## src/rtl/ifetch_pkg.sv

```systemverilog
// Shared types and constants for the instruction-fetch stage.
package ifetch_pkg;

   typedef enum logic [2:0] {
      IDLE  = 3'd0,
      REQ   = 3'd1,
      WAIT  = 3'd2,
      HOLD  = 3'd3,
      FAULT = 3'd4
   } state_t;

   localparam int          INSN_BYTES = 4;
   localparam logic [31:0] NOP        = 32'h0000_0013;

endpackage

```

## src/rtl/ifetch_if.sv

```systemverilog
// Bus bundle between the fetch stage, instruction memory, decode and execute.
interface ifetch_if #(
   parameter int WIDTH = 32
);

   // imem: a request transfers on a cycle with imem_req && imem_gnt; its single
   // response arrives later as one imem_rvalid pulse. Decode: a word transfers on
   // a cycle with ins_valid && ins_ready; ins/pc_out hold while ins_valid && !ins_ready.
   logic             imem_req;
   logic [WIDTH-1:0] imem_addr;
   logic             imem_gnt;
   logic             imem_rvalid;
   logic [31:0]      imem_rdata;
   logic             ins_valid;
   logic             ins_ready;
   logic [31:0]      ins;
   logic [WIDTH-1:0] pc_out;
   logic             redirect;
   logic [WIDTH-1:0] redirect_pc;
   logic             misalign;

   modport master (
      output imem_req, imem_addr, ins_valid, ins, pc_out, misalign,
      input  imem_gnt, imem_rvalid, imem_rdata, ins_ready, redirect, redirect_pc
   );

   modport slave (
      input  imem_req, imem_addr, ins_valid, ins, pc_out, misalign,
      output imem_gnt, imem_rvalid, imem_rdata, ins_ready, redirect, redirect_pc
   );

endinterface

```

## src/rtl/ifetch_pc.sv

```systemverilog
// Program counter register: a redirect load takes priority over the post-grant increment.
module ifetch_pc
   import ifetch_pkg::*;
#(
   parameter int               WIDTH    = 32,
   parameter logic [WIDTH-1:0] RESET_PC = '0
) (
   input  logic             clk,
   input  logic             rst_n,
   input  logic             load,
   input  logic [WIDTH-1:0] load_val,
   input  logic             inc,
   output logic [WIDTH-1:0] pc
);

   always_ff @(posedge clk or negedge rst_n) begin
      if (!rst_n) begin
         pc <= RESET_PC;
      end else if (load) begin
         pc <= load_val;
      end else if (inc) begin
         pc <= pc + WIDTH'(INSN_BYTES);
      end
   end

endmodule

```

## src/rtl/ifetch.sv

```systemverilog
// Instruction-fetch stage: one outstanding imem read, word handed to decode with its PC.
// Optional IFETCH_ALIGN_CHECK_EN: misaligned redirect traps into FAULT until reset.
module ifetch
   import ifetch_pkg::*;
#(
   parameter int               WIDTH    = 32,
   parameter logic [WIDTH-1:0] RESET_PC = '0
) (
   input  logic      clk,
   input  logic      rst_n,
   ifetch_if.master  bus,
   output state_t    state_dbg
);

   state_t           state;
   logic             drop;
   logic             req_q;
   logic             valid_q;
   logic             misalign_q;
   logic [31:0]      ins_q;
   logic [WIDTH-1:0] pc_out_q;
   logic [WIDTH-1:0] pc;
   logic [WIDTH-1:0] target;
   logic             bad_align;
   logic             take_redirect;
   logic             grant;

`ifdef IFETCH_ALIGN_CHECK_EN
   assign target    = bus.redirect_pc;
   assign bad_align = (bus.redirect_pc[1:0] != 2'b00);
`else
   assign target    = bus.redirect_pc & ~WIDTH'(INSN_BYTES - 1);
   assign bad_align = 1'b0;
`endif

   assign take_redirect = bus.redirect && (state != FAULT);
   assign grant         = (state == REQ) && bus.imem_gnt;

   ifetch_pc #(
      .WIDTH    (WIDTH),
      .RESET_PC (RESET_PC)
   ) u_pc (
      .clk      (clk),
      .rst_n    (rst_n),
      .load     (take_redirect),
      .load_val (target),
      .inc      (grant),
      .pc       (pc)
   );

   always_ff @(posedge clk or negedge rst_n) begin
      if (!rst_n) begin
         state      <= IDLE;
         drop       <= 1'b0;
         req_q      <= 1'b0;
         valid_q    <= 1'b0;
         misalign_q <= 1'b0;
         ins_q      <= '0;
         pc_out_q   <= RESET_PC;
      end else if (take_redirect && bad_align) begin
         state      <= FAULT;
         misalign_q <= 1'b1;
         req_q      <= 1'b0;
         valid_q    <= 1'b0;
         drop       <= 1'b0;
      end else begin
         case (state)
            IDLE: begin
               state <= REQ;
               req_q <= 1'b1;
            end
            REQ: begin
               if (bus.imem_gnt) begin
                  // A redirect in the grant cycle makes this request stale.
                  pc_out_q <= pc;
                  state    <= WAIT;
                  req_q    <= 1'b0;
                  drop     <= take_redirect;
               end
            end
            WAIT: begin
               if (bus.imem_rvalid) begin
                  if (drop || take_redirect) begin
                     state <= REQ;
                     req_q <= 1'b1;
                     drop  <= 1'b0;
                  end else begin
                     ins_q   <= bus.imem_rdata;
                     valid_q <= 1'b1;
                     state   <= HOLD;
                  end
               end else if (take_redirect) begin
                  drop <= 1'b1;
               end
            end
            HOLD: begin
               if (take_redirect || bus.ins_ready) begin
                  valid_q <= 1'b0;
                  state   <= REQ;
                  req_q   <= 1'b1;
               end
            end
            FAULT: begin
               state <= FAULT;
            end
            default: begin
               state <= IDLE;
               req_q <= 1'b0;
            end
         endcase
      end
   end

   assign bus.imem_req  = req_q;
   assign bus.imem_addr = pc;
   assign bus.ins_valid = valid_q;
   assign bus.ins       = ins_q;
   assign bus.pc_out    = pc_out_q;
   assign bus.misalign  = misalign_q;
   assign state_dbg     = state;

endmodule
```

## src/flat_wrapper.sv

```systemverilog
// flat-port wrapper written by rule: the top's interface ports become plain ports
module ifetch_flat import ifetch_pkg::*;
#(
   parameter int               WIDTH    = 32,
   parameter logic [WIDTH-1:0] RESET_PC = '0
)
  (clk, rst_n, state_dbg, bus_imem_req, bus_imem_addr, bus_ins_valid, bus_ins, bus_pc_out, bus_misalign, bus_imem_gnt, bus_imem_rvalid, bus_imem_rdata, bus_ins_ready, bus_redirect, bus_redirect_pc);
  ifetch_if #(.WIDTH(WIDTH)) bus_i ();
  input  logic clk;
  input  logic rst_n;
  output state_t state_dbg;
  output wire logic [$bits(bus_i.imem_req)-1:0] bus_imem_req;
  output wire logic [$bits(bus_i.imem_addr)-1:0] bus_imem_addr;
  output wire logic [$bits(bus_i.ins_valid)-1:0] bus_ins_valid;
  output wire logic [$bits(bus_i.ins)-1:0] bus_ins;
  output wire logic [$bits(bus_i.pc_out)-1:0] bus_pc_out;
  output wire logic [$bits(bus_i.misalign)-1:0] bus_misalign;
  input wire logic [$bits(bus_i.imem_gnt)-1:0] bus_imem_gnt;
  input wire logic [$bits(bus_i.imem_rvalid)-1:0] bus_imem_rvalid;
  input wire logic [$bits(bus_i.imem_rdata)-1:0] bus_imem_rdata;
  input wire logic [$bits(bus_i.ins_ready)-1:0] bus_ins_ready;
  input wire logic [$bits(bus_i.redirect)-1:0] bus_redirect;
  input wire logic [$bits(bus_i.redirect_pc)-1:0] bus_redirect_pc;
  assign bus_imem_req = bus_i.imem_req;
  assign bus_imem_addr = bus_i.imem_addr;
  assign bus_ins_valid = bus_i.ins_valid;
  assign bus_ins = bus_i.ins;
  assign bus_pc_out = bus_i.pc_out;
  assign bus_misalign = bus_i.misalign;
  assign bus_i.imem_gnt = bus_imem_gnt;
  assign bus_i.imem_rvalid = bus_imem_rvalid;
  assign bus_i.imem_rdata = bus_imem_rdata;
  assign bus_i.ins_ready = bus_ins_ready;
  assign bus_i.redirect = bus_redirect;
  assign bus_i.redirect_pc = bus_redirect_pc;
  ifetch #(.WIDTH(WIDTH), .RESET_PC(RESET_PC)) u_core (.clk(clk), .rst_n(rst_n), .bus(bus_i), .state_dbg(state_dbg));
endmodule
```

## config.mk

```make
export PLATFORM = sky130hd
export DESIGN_NAME = ifetch_flat
export DESIGN_NICKNAME = d
export VERILOG_FILES = /design/src/rtl/ifetch_pkg.sv /design/src/rtl/ifetch_if.sv /design/src/rtl/ifetch_pc.sv /design/src/rtl/ifetch.sv /design/src/flat_wrapper.sv
export SDC_FILE = /design/constraint.sdc
export NUM_CORES = 1
export LEC_CHECK = 0
export CORE_MARGIN = 1
export CORE_UTILIZATION = 33
export DETAILED_ROUTE_END_ITERATION = 8
export GPL_TIMING_DRIVEN = 0
export MAX_ROUTING_LAYER = met4
export SETUP_SLACK_MARGIN = 0.1
export SLEW_MARGIN = 0
export SYNTH_ARGS = -nofsm -noshare
export SYNTH_HDL_FRONTEND = slang
export SYNTH_SLANG_ARGS = --single-unit
```

## constraint.sdc

```tcl
create_clock -name clk -period 2.3 [get_ports clk]
set_clock_uncertainty 0.2 [all_clocks]
set_input_delay 0.23 -clock clk [delete_from_list [all_inputs] [get_ports clk]]
set_output_delay 0.23 -clock clk [all_outputs]
set_load 0.02 [all_outputs]
```

== Word-level counts from Yosys, hierarchy flattened ==
Cells that the tools add are included.

* Muxes and demuxes: 21
* Eq/ne operators: 12
* Add/sub/neg operators: 1
* Bitwise operators: 2
* Reductions and logical operators: 14

{| class="wikitable"
|+ Operators with widths
! cell !! count
|-
| 32-bit two-way mux || 2
|-
| 32-bit by 3-bit adder with 32-bit output, second input constant || 1
|-
| 3-bit case mux with 5 select lines || 1
|-
| 1-bit two-way mux || 11
|-
| 3-bit two-way mux || 3
|-
| 4-bit AND reduction || 2
|-
| 3-bit by 2-bit equality test with 1-bit output, second input constant || 2
|-
| 2-bit inequality test, second input constant || 3
|-
| 3-bit by 2-bit inequality test with 1-bit output, second input constant || 2
|-
| 3-bit AND reduction || 2
|-
| 2-bit nonzero test || 3
|-
| 1-bit case mux with 5 select lines || 1
|-
| 5-bit AND reduction || 1
|-
| 2-bit by 1-bit inequality test with 1-bit output, second input constant || 2
|-
| 1-bit case mux with 2 select lines || 2
|-
| 3-bit by 1-bit equality test with 1-bit output, second input constant || 1
|-
| 3-bit equality test, second input constant || 1
|-
| 3-bit logical NOT || 1
|-
| 3-bit inequality test, second input constant || 1
|-
| 1-bit logical AND || 2
|-
| 1-bit logical OR || 2
|-
| 2-bit two-way mux || 1
|-
| 1-bit NOT || 2
|-
| 2-bit AND reduction || 1
|}

* Bits of input ports: 70
* Register bits after elaboration: 102
* Output and inout port bits: 102
* Logic and storage cells: 57

== Logic depth before layout (Yosys ltp) ==
* Word-level depth: 6
* Mapped depth: 8
* Depth with buffers taken out: 5

== Modules after synthesis ==
A second synthesis with hierarchy kept.

* Cells, all modules: 382
* Area total of the unflattened synthesis: 4601.9 sq um

{| class="wikitable"
|+ Modules (own cells, without submodules)
! module !! cells each !! sequential area each (sq um) !! times used !! area each (sq um)
|-
| ifetch || 182 || 1751.7 || 1 || 2781.4
|-
| ifetch_pc || 200 || 800.8 || 1 || 1820.5
|}

== Worst setup path before layout ==
No wires, ideal clock.

* Path type: reg2reg
* Start: reg u_core.state[2], in the netlist u_core.state_dbg[2]
* End: reg u_core.u_pc.pc[21]
* Clock period less this slack: 2.073 ns
* Setup time: 0.151 ns
* Setup slack: 0.227 ns
* Arrival time: 1.722 ns
* Required time: 1.949 ns
* Cell stages (with the launch flop): 9
* Path buffers: 3
* Cell sequence: dfrtp_1 buf_2 and4bb_1 buf_4 and3_2 buf_4 a41oi_1 o21ai_0 o311ai_0

* Cells in the longest elaborated chain, start to end: 3
* Elaborated cells between the ends (all ways): 6
* Classes of those cells: eq/ne: 2; mux: 1; reduce/logical: 3

{| class="wikitable"
|+ RTL lines
! element !! RTL line !! source
|-
| start: declaration || ifetch.sv:15 || <nowiki>state_t state;</nowiki>
|-
| start signal: assignment || ifetch.sv:53 || <nowiki>state <= IDLE;</nowiki>
|-
| start signal: assignment || ifetch.sv:61 || <nowiki>state <= FAULT;</nowiki>
|-
| start signal: assignment || ifetch.sv:69 || <nowiki>state <= REQ;</nowiki>
|-
| 3-bit inequality test or 3-bit by 1-bit equality test with 1-bit output (tied branches) || ifetch.sv:36, ifetch.sv:37 ||
|-
| 1-bit logical AND, on equally long branches || ifetch.sv:36, ifetch.sv:37 ||
|-
| 32-bit two-way mux or 2-bit nonzero test (tied branches) || -- ||
|-
| end signal: assignment || ifetch_pc.sv:20 || <nowiki>pc <= load_val;</nowiki>
|-
| end signal: assignment || ifetch_pc.sv:22 || <nowiki>pc <= pc + WIDTH'(INSN_BYTES);</nowiki>
|-
| end: declaration || ifetch_pc.sv:13 || <nowiki>output logic [WIDTH-1:0] pc</nowiki>
|}

Several ways; a longest one is shown, not always the timed one.
A chain may end at the register's enable or synchronous reset.

== Worst setup path in the final report ==
* Start: reg u_core.state[1], in the netlist u_core.state_dbg[1]
* End: reg u_core.u_pc.pc[31]

Same word-level chain as after synthesis.

==> reports/qor.log <==
INFO  logic_synthesis yosysTopAreaCellShare=0.551
INFO  detailed_routing routedWlPerCell=15.5um
INFO  clocking       clk_transition_reported_paths=0.07ns
INFO  power_and_ir_drop peakVddDrop=442uV
INFO  logic_synthesis syn_area=0.00445mm^2
INFO  critical_path  cp.depth=7
INFO  job            maxCapViolations=0
INFO  worst_hold_path worstHoldPathType=input port to asynchronous set/reset pin
INFO  logic_synthesis post_synth_most_frequent_cells=nand2_1 (129), dfrtp_1 (98), o21ai_0 (33)
INFO  finish         fill_cells=1204
INFO  floorplanning  core_area=0.0132mm^2
INFO  sta            final.period_utilization=0.935
INFO  floorplanning  die-width=118um
INFO  finish         insertedDiodeCount=0
INFO  sta            worstMarginPinSlew=0.537ns
INFO  finish         final_net_count=703
INFO  floorplanning  top_level_ports=172
INFO  logic_synthesis ys_types=45
INFO  logic_synthesis syn_area_per_cell=9.93um^2
INFO  critical_path  cp-startpoint=u_core.state_dbg[1]$_DFFE_PN0P_
INFO  clocking       cts_tree=yes
INFO  critical_path  critical_path_peak_fanout=10
INFO  finish         drive_above_1_share=0.126
INFO  placed_design  place.detailed.hpwl=9.37mm
INFO  critical_path  timing.rr.start=u_core.state_dbg[1]$_DFFE_PN0P_
INFO  critical_path  r2r_setup_slack=0.15ns
INFO  clocking       cts_inserted_buffers=9
INFO  grt            via_count_of_the_first_global_routing_pass=3733
INFO  logic_synthesis synth_largest_area_cell=dfrtp_1
INFO  logic_synthesis yosys_register_bits=98
INFO  floorplanning  placement_rows=42
INFO  critical_path  r2r-end=u_core.u_pc.pc[31]$_DFFE_PN0P_
INFO  sta            min_period=2.15ns
INFO  critical_path  critical_path_class=flop to flop
INFO  sta            maxSlewViolCount=0
INFO  finish         finish.instance_area=0.00676mm^2
INFO  placed_design  gpl.final_weighted_congestion=0.822
INFO  critical_path  cp_cell_sequence=buf_4 > and4bb_1 > buf_6 > and3_4 > nand2_1 > or3_4 > a31oi_4
INFO  power_and_ir_drop leakage=2.93nW
INFO  run_status     status=finished, final reports clean
INFO  power_and_ir_drop p_total=0.00745W
INFO  floorplanning  floorplan.initialDensity=0.337
INFO  detailed_routing antenna_violating_nets_post_route=0
INFO  clocking       cts.htree.levels=3
INFO  clocking       clock_sinks=98
INFO  critical_path  critical_path_buf_inv_count=2
INFO  floorplanning  die_h=118um
INFO  critical_path  critPathMaxStageDelay=0.39ns
INFO  detailed_routing detailroute.via_count=3878
INFO  placed_design  numPortBuffers=164
INFO  placed_design  placedInstanceArea=0.00635mm^2
INFO  logic_synthesis synth_async_sr_flop_share=1.00
INFO  critical_path  cpLargestDelayFamily=simple AND/OR/NAND/NOR gates
INFO  grt            grt_antenna_before_repair=0
INFO  critical_path  worst_endpoint_data_arrival_time=2.22ns
INFO  detailed_routing drt_pre_antenna_iters=4
INFO  sta            setup_viol=0
INFO  sta            report.final.hold_viol_count=0
INFO  grt            grt_start_max_net_pins=62
INFO  grt            gr-total-overflow=0
INFO  clocking       cts-root-to-sink-buffers=2
INFO  clocking       cts_root_buffer=clkbuf_16
INFO  logic_synthesis ys.warnings.count=0
INFO  logic_synthesis synth-main-ff-cell=dfrtp_1
INFO  finish         area_growth=52.0%
INFO  clocking       clock_latency=0.34ns
INFO  critical_path  worst_setup_path_end_kind=flop
INFO  grt            track_usage=0.192
INFO  logic_synthesis synth-edff-count=0
INFO  floorplanning  total_die_area=0.0139mm^2
INFO  detailed_routing detail_route.drc_violations=0
INFO  critical_path  worst_ep_required_time=2.37ns
INFO  sta            grt_setup_unrepaired=no
INFO  critical_path  worstSetupStartpointType=flop
INFO  critical_path  r2r.worst_path.cells=7
INFO  critical_path  crit_slowest_cell=or3_4
INFO  logic_synthesis synth.yosys.seq_area_share=0.551
INFO  sta            worst_slew_margin_rel=0.642
INFO  logic_synthesis synthTopCellsByArea=dfrtp_1 (55%), nand2_1 (11%), mux2_2 (8.1%), o21ai_0 (3.7%), xor2_1 (2.4%)
INFO  logic_synthesis synth.most_common_cell=nand2_1
INFO  logic_synthesis synthCells=448
INFO  sta            max_freq=465MHz
INFO  detailed_routing route.detailed.vias_per_inst=4.77
INFO  power_and_ir_drop cellPowerDensity=1100mW/mm^2
INFO  detailed_routing initial_drc_count=199
INFO  detailed_routing wirelength=12.6mm
INFO  critical_path  crit_end=u_core.u_pc.pc[31]$_DFFE_PN0P_
INFO  grt            grt_first_pass_wirelength=20.2mm
==> layer usage <==
metal	wire length, um	vias to the layer above	GRT usage
li1	-	1879	-
met5	0	-	-
met3	605	12	0.0339
met1	5890	1854	0.258
met2	5950	133	0.293
met4	167	0	0.0673
==> cell usage in the layout, fill, tap and decap left out, types with 10 or more instances in the layout <==
cell type / n
buf_4: 11
clkbuf_1: 11
clkbuf_16: 10
clkdlybuf4s50_1: 163
dfrtp_1: 98
mux2_2: 32
nand2_1: 129
nand3_1: 13
nor2_1: 14
o21ai_0: 32
xnor2_1: 11
xor2_1: 12
==> how the worst min path moves through the flow <==
stage,from,endpoint
floorplan,rst_n,u_core.bus.imem_req$_DFFE_PN0P_
global placement,u_core.bus.pc_out[28]$_DFFE_PN0P_,u_core.bus.pc_out[28]$_DFFE_PN0P_
detailed placement,rst_n,u_core.bus.ins[21]$_DFFE_PN0P_
CTS,bus_redirect_pc[29],u_core.u_pc.pc[29]$_DFFE_PN0P_
global route,bus_redirect_pc[29],u_core.u_pc.pc[29]$_DFFE_PN0P_
finish,rst_n,u_core.bus.ins[16]$_DFFE_PN0P_
==> repair_timing <==
item                                   CTS  global route
resized for setup                        4            24
pin swaps                                0             3
endpoints found under the hold margin   37             0
setup buffers                            0             2
gates cloned                             0             1
setup endpoints to repair               26            29
hold buffers                             1             0
==> through the flow <==
step / TNS (ns) / setup WS, ns / cells / utilization / hold slack, ns
after floorplan: 0 / 0.227 / 452 / - / -0.266
after global placement: -282.97 / -2.89 / 792 / 0.479 / 0.259
after detailed placement: -0.295 / -0.0992 / 793 / 0.481 / 0.0462
after CTS: 0 / 0.103 / 810 / 0.505 / 0.212
after global routing: 0 / 0.0662 / 813 / 0.513 / 0.226
final: 0 / 0.150 / 813 / 0.513 / 0.208
==> logic make-up after synthesis <==
kind of cell,Yosys count,share of synthesized area
fa+ha+maj,1,0.00281
flops,98,0.551
other cells,1,0.000843
mux,33,0.0833
xor+xnor,23,0.0453
buf+inv,35,0.0383
simple gates,202,0.205
compound gates,55,0.0729
==> sequential cells by signal (all words and copies together), names as in the netlist <==
name                  flops
u_core.u_pc.pc           30
u_core.bus.imem_req       1
u_core.state_dbg          3
u_core.bus.ins_valid      1
u_core.bus.ins           32
u_core.bus.pc_out        30
u_core.drop               1
==> report_power, final <==
part	switching [W]	total, W	internal [W]
sequential	0.000402	0.00274	0.00233
clock	0.000626	0.00147	0.000840
combinational	0.00163	0.00325	0.00162
==> cell type report <==
type,count,area (um^2),share of cell area
clock inverters,5,55.1,0.00814
multi-input cells,319,1890,0.280
plain buffers,29,170,0.0252
clock buffers,11,233,0.0344
inverters,6,22.5,0.00333
well taps,176,220,0.0326
flip-flops and latches,98,2450,0.363
repair buffers,169,1720,0.254
No activity file was read; power rests on OpenSTA's default activity.
==> RTL edit (same flow settings) <==
`WIDTH` is set to 32 in 4 places; all go to 24.
--- a/src/rtl/ifetch_if.sv
+++ b/src/rtl/ifetch_if.sv
@@ -1,6 +1,6 @@
 // Bus bundle between the fetch stage, instruction memory, decode and execute.
 interface ifetch_if #(
-   parameter int WIDTH = 32
+   parameter int WIDTH = 24
 );
 
    // imem: a request transfers on a cycle with imem_req && imem_gnt; its single
--- a/src/rtl/ifetch_pc.sv
+++ b/src/rtl/ifetch_pc.sv
@@ -2,7 +2,7 @@
 module ifetch_pc
    import ifetch_pkg::*;
 #(
-   parameter int               WIDTH    = 32,
+   parameter int               WIDTH    = 24,
    parameter logic [WIDTH-1:0] RESET_PC = '0
 ) (
    input  logic             clk,
--- a/src/rtl/ifetch.sv
+++ b/src/rtl/ifetch.sv
@@ -3,7 +3,7 @@
 module ifetch
    import ifetch_pkg::*;
 #(
-   parameter int               WIDTH    = 32,
+   parameter int               WIDTH    = 24,
    parameter logic [WIDTH-1:0] RESET_PC = '0
 ) (
    input  logic      clk,
--- a/src/flat_wrapper.sv
+++ b/src/flat_wrapper.sv
@@ -1,7 +1,7 @@
 // flat-port wrapper written by rule: the top's interface ports become plain ports
 module ifetch_flat import ifetch_pkg::*;
 #(
-   parameter int               WIDTH    = 32,
+   parameter int               WIDTH    = 24,
    parameter logic [WIDTH-1:0] RESET_PC = '0
 )
   (clk, rst_n, state_dbg, bus_imem_req, bus_imem_addr, bus_ins_valid, bus_ins, bus_pc_out, bus_misalign, bus_imem_gnt, bus_imem_rvalid, bus_imem_rdata, bus_ins_ready, bus_redirect, bus_redirect_pc);
Interface: changed (resized bus_imem_addr, bus_pc_out and bus_redirect_pc); port bits go from 172 to 148. The function was not compared with the original's and may differ.
==> RTL edit against the unedited design <==
Clock power down 20%. Wire length down 20%. Power fell by 17%. Final area shrank 18%. Global-route usage decreased by 0.20 points. Sequential cell count is 16 lower. Area after synthesis is 19% lower. Worst setup slack lost 0.019 ns.
==> RTL edit: results (changes against the unedited design) <==
outcome=complete, no violations (unchanged); Crit path max-delay family=simple AND/OR/NAND/NOR gates (unchanged); cell count after synthesis=346 (was 448); CP max FO=10 (unchanged); GPL Wtd Cong=0.7876 (was 0.8217); Synth area leaders=dfrtp_1, mux2_2, nand2_1, o21ai_0, a31oi_1 (was dfrtp_1, nand2_1, mux2_2, o21ai_0, xor2_1); FF-to-FF End=u_core.u_pc.pc[22] (was u_core.u_pc.pc[31]); # Post-CTS Setup Buffers=3 (was 0); post-route insts no fill=648 (was 813); via count=3148 (was 3878); Min-Delay Path Class=in2async (unchanged); DPL Wire Length=7449 um (was 9373 um); Slowest-stage cell, CP=dfrtp_2 (was or3_4); CTS buffer count=9 (unchanged); GRT Util Overall=0.1904 (was 0.1925); post-synthesis compound-gate area fraction=0.07564 (was 0.07288); post-synthesis adder-cell area fraction=0.003470 (was 0.002814); Synth Warn #=0 (unchanged); FFs w/ async S/R, synth=1.000 (unchanged); placed cell count=627 (was 793); number of I/O port buffers=140 (was 164); WP data arrival=2.25 ns (was 2.22 ns); clock latency on the worst-skew pair=~0.35 ns; most common library cells after synthesis=nand2_1, dfrtp_1, mux2_2 (was nand2_1, dfrtp_1, o21ai_0); CP Capture Type=flip-flop (unchanged); max reg flops=32 (unchanged); fill count=1025 (was 1204); WL/cell=15.64 um (was 15.52 um); slew margin rel.=0.6330 (was 0.6423); dominant synthesized flop cell=dfrtp_1 (unchanged); post-synth cell types=34 (was 45); cts repair resizes=10 (was 4); largest net degree at the start of global routing=59 (was 62); vias in the first global route=3260 (was 3733); cell count of the worst reg-to-reg path=5 (was 7); CP startpoint=u_core.state_dbg[2] (was u_core.state_dbg[1]); number of antenna violations at the first check in global routing=0 (unchanged); ratio of cells with drive above 1 in the final layout=0.1621 (was 0.1256); ant diodes=0 (unchanged); CTS Hold Buffers Added=1 (unchanged); first-pass GRT wire length=16240 um (was 20230 um); Critical Path Max Stage Delay=0.47 ns (was 0.39 ns); root buffer cell=clkbuf_8 (was clkbuf_16); IR drop worst, VDD=0.4250 mV (was 0.4424 mV); H-tree Lvls=3 (unchanged); flop-to-flop setup slack=0.13 ns (was 0.15 ns); clk slew on worst S/H paths=0.09 ns (was 0.07 ns); leak pwr=0.002390 uW (was 0.002933 uW); Synth Area in XOR/XNOR=0.01943 (was 0.04530); DRT Pass-1 Iters=4 (unchanged); CTS Buffer Depth=2 (unchanged); drt initial violations=91 (was 199); Net count, final=570 (was 703); post-synthesis sequential area ratio=0.5690 (was 0.5515); post-synthesis mux area share=0.09993 (was 0.08329)
[RTL edit: changes by cell type after synthesis, moves of 7 or more]
| cell | unedited run | this run |
|---|---|---|
| a31oi_1 | 3 | 12 |
| dfrtp_1 | 98 | 82 |
| nand2_1 | 129 | 90 |
| o21ai_0 | 33 | 18 |
| or4_1 | 1 | 8 |
| xnor2_1 | 11 | 1 |
[RTL edit: cells by family (layout without fill, tap and decap cells)]
kind of cell,after synthesis,count (layout)
compound gates,45,45
xor+xnor,8,8
fa+ha+maj,1,1
buf+inv,26,188
flops,82,82
mux,32,32
other cells,1,5
simple gates,151,151
[RTL edit: per-stage QoR]
stage	setup slack [ns]	utilization	instance area, sq um	hold slack (ns)	power (uW)
3_3_place_gp	-2.200	0.4963	5192	0.2590	4951
3_5_place_dp	-0.1854	0.4987	5218	-0.03780	5005
2_1_floorplan	0.1631	-	3621	-0.2656	3618
6_report	0.1307	0.5274	5518	0.1230	6164
5_1_grt	0.01293	0.5274	5518	0.1440	6527
4_1_cts	0.1064	0.5245	5488	0.1216	6207
[RTL edit: metal layers]
layer	wire length, um	GRT usage	vias to the layer above
met5	0	-	-
met4	171	0.08121	0
met3	388	0.02391	14
met2	5031	0.3071	93
met1	4542	0.2421	1529
li1	-	-	1512
[RTL edit: final cells by class]
type,instances,area [sq um],area share
timing repair buffer,146,1470,0.2664
clock inverter,4,75.07,0.01361
multi-input combinational,242,1455,0.2637
clock buffer,12,145.1,0.02630
sequential,82,2058,0.3730
tap,136,170.2,0.03084
buffer,23,132.6,0.02404
inverter,3,11.26,0.002041
[RTL edit: where the power goes]
group          leakage (uW)  switching, uW  internal, uW
Clock              0.000103            529           643
Combinational       0.00129           1360          1370
Sequential          0.00100            314          1950
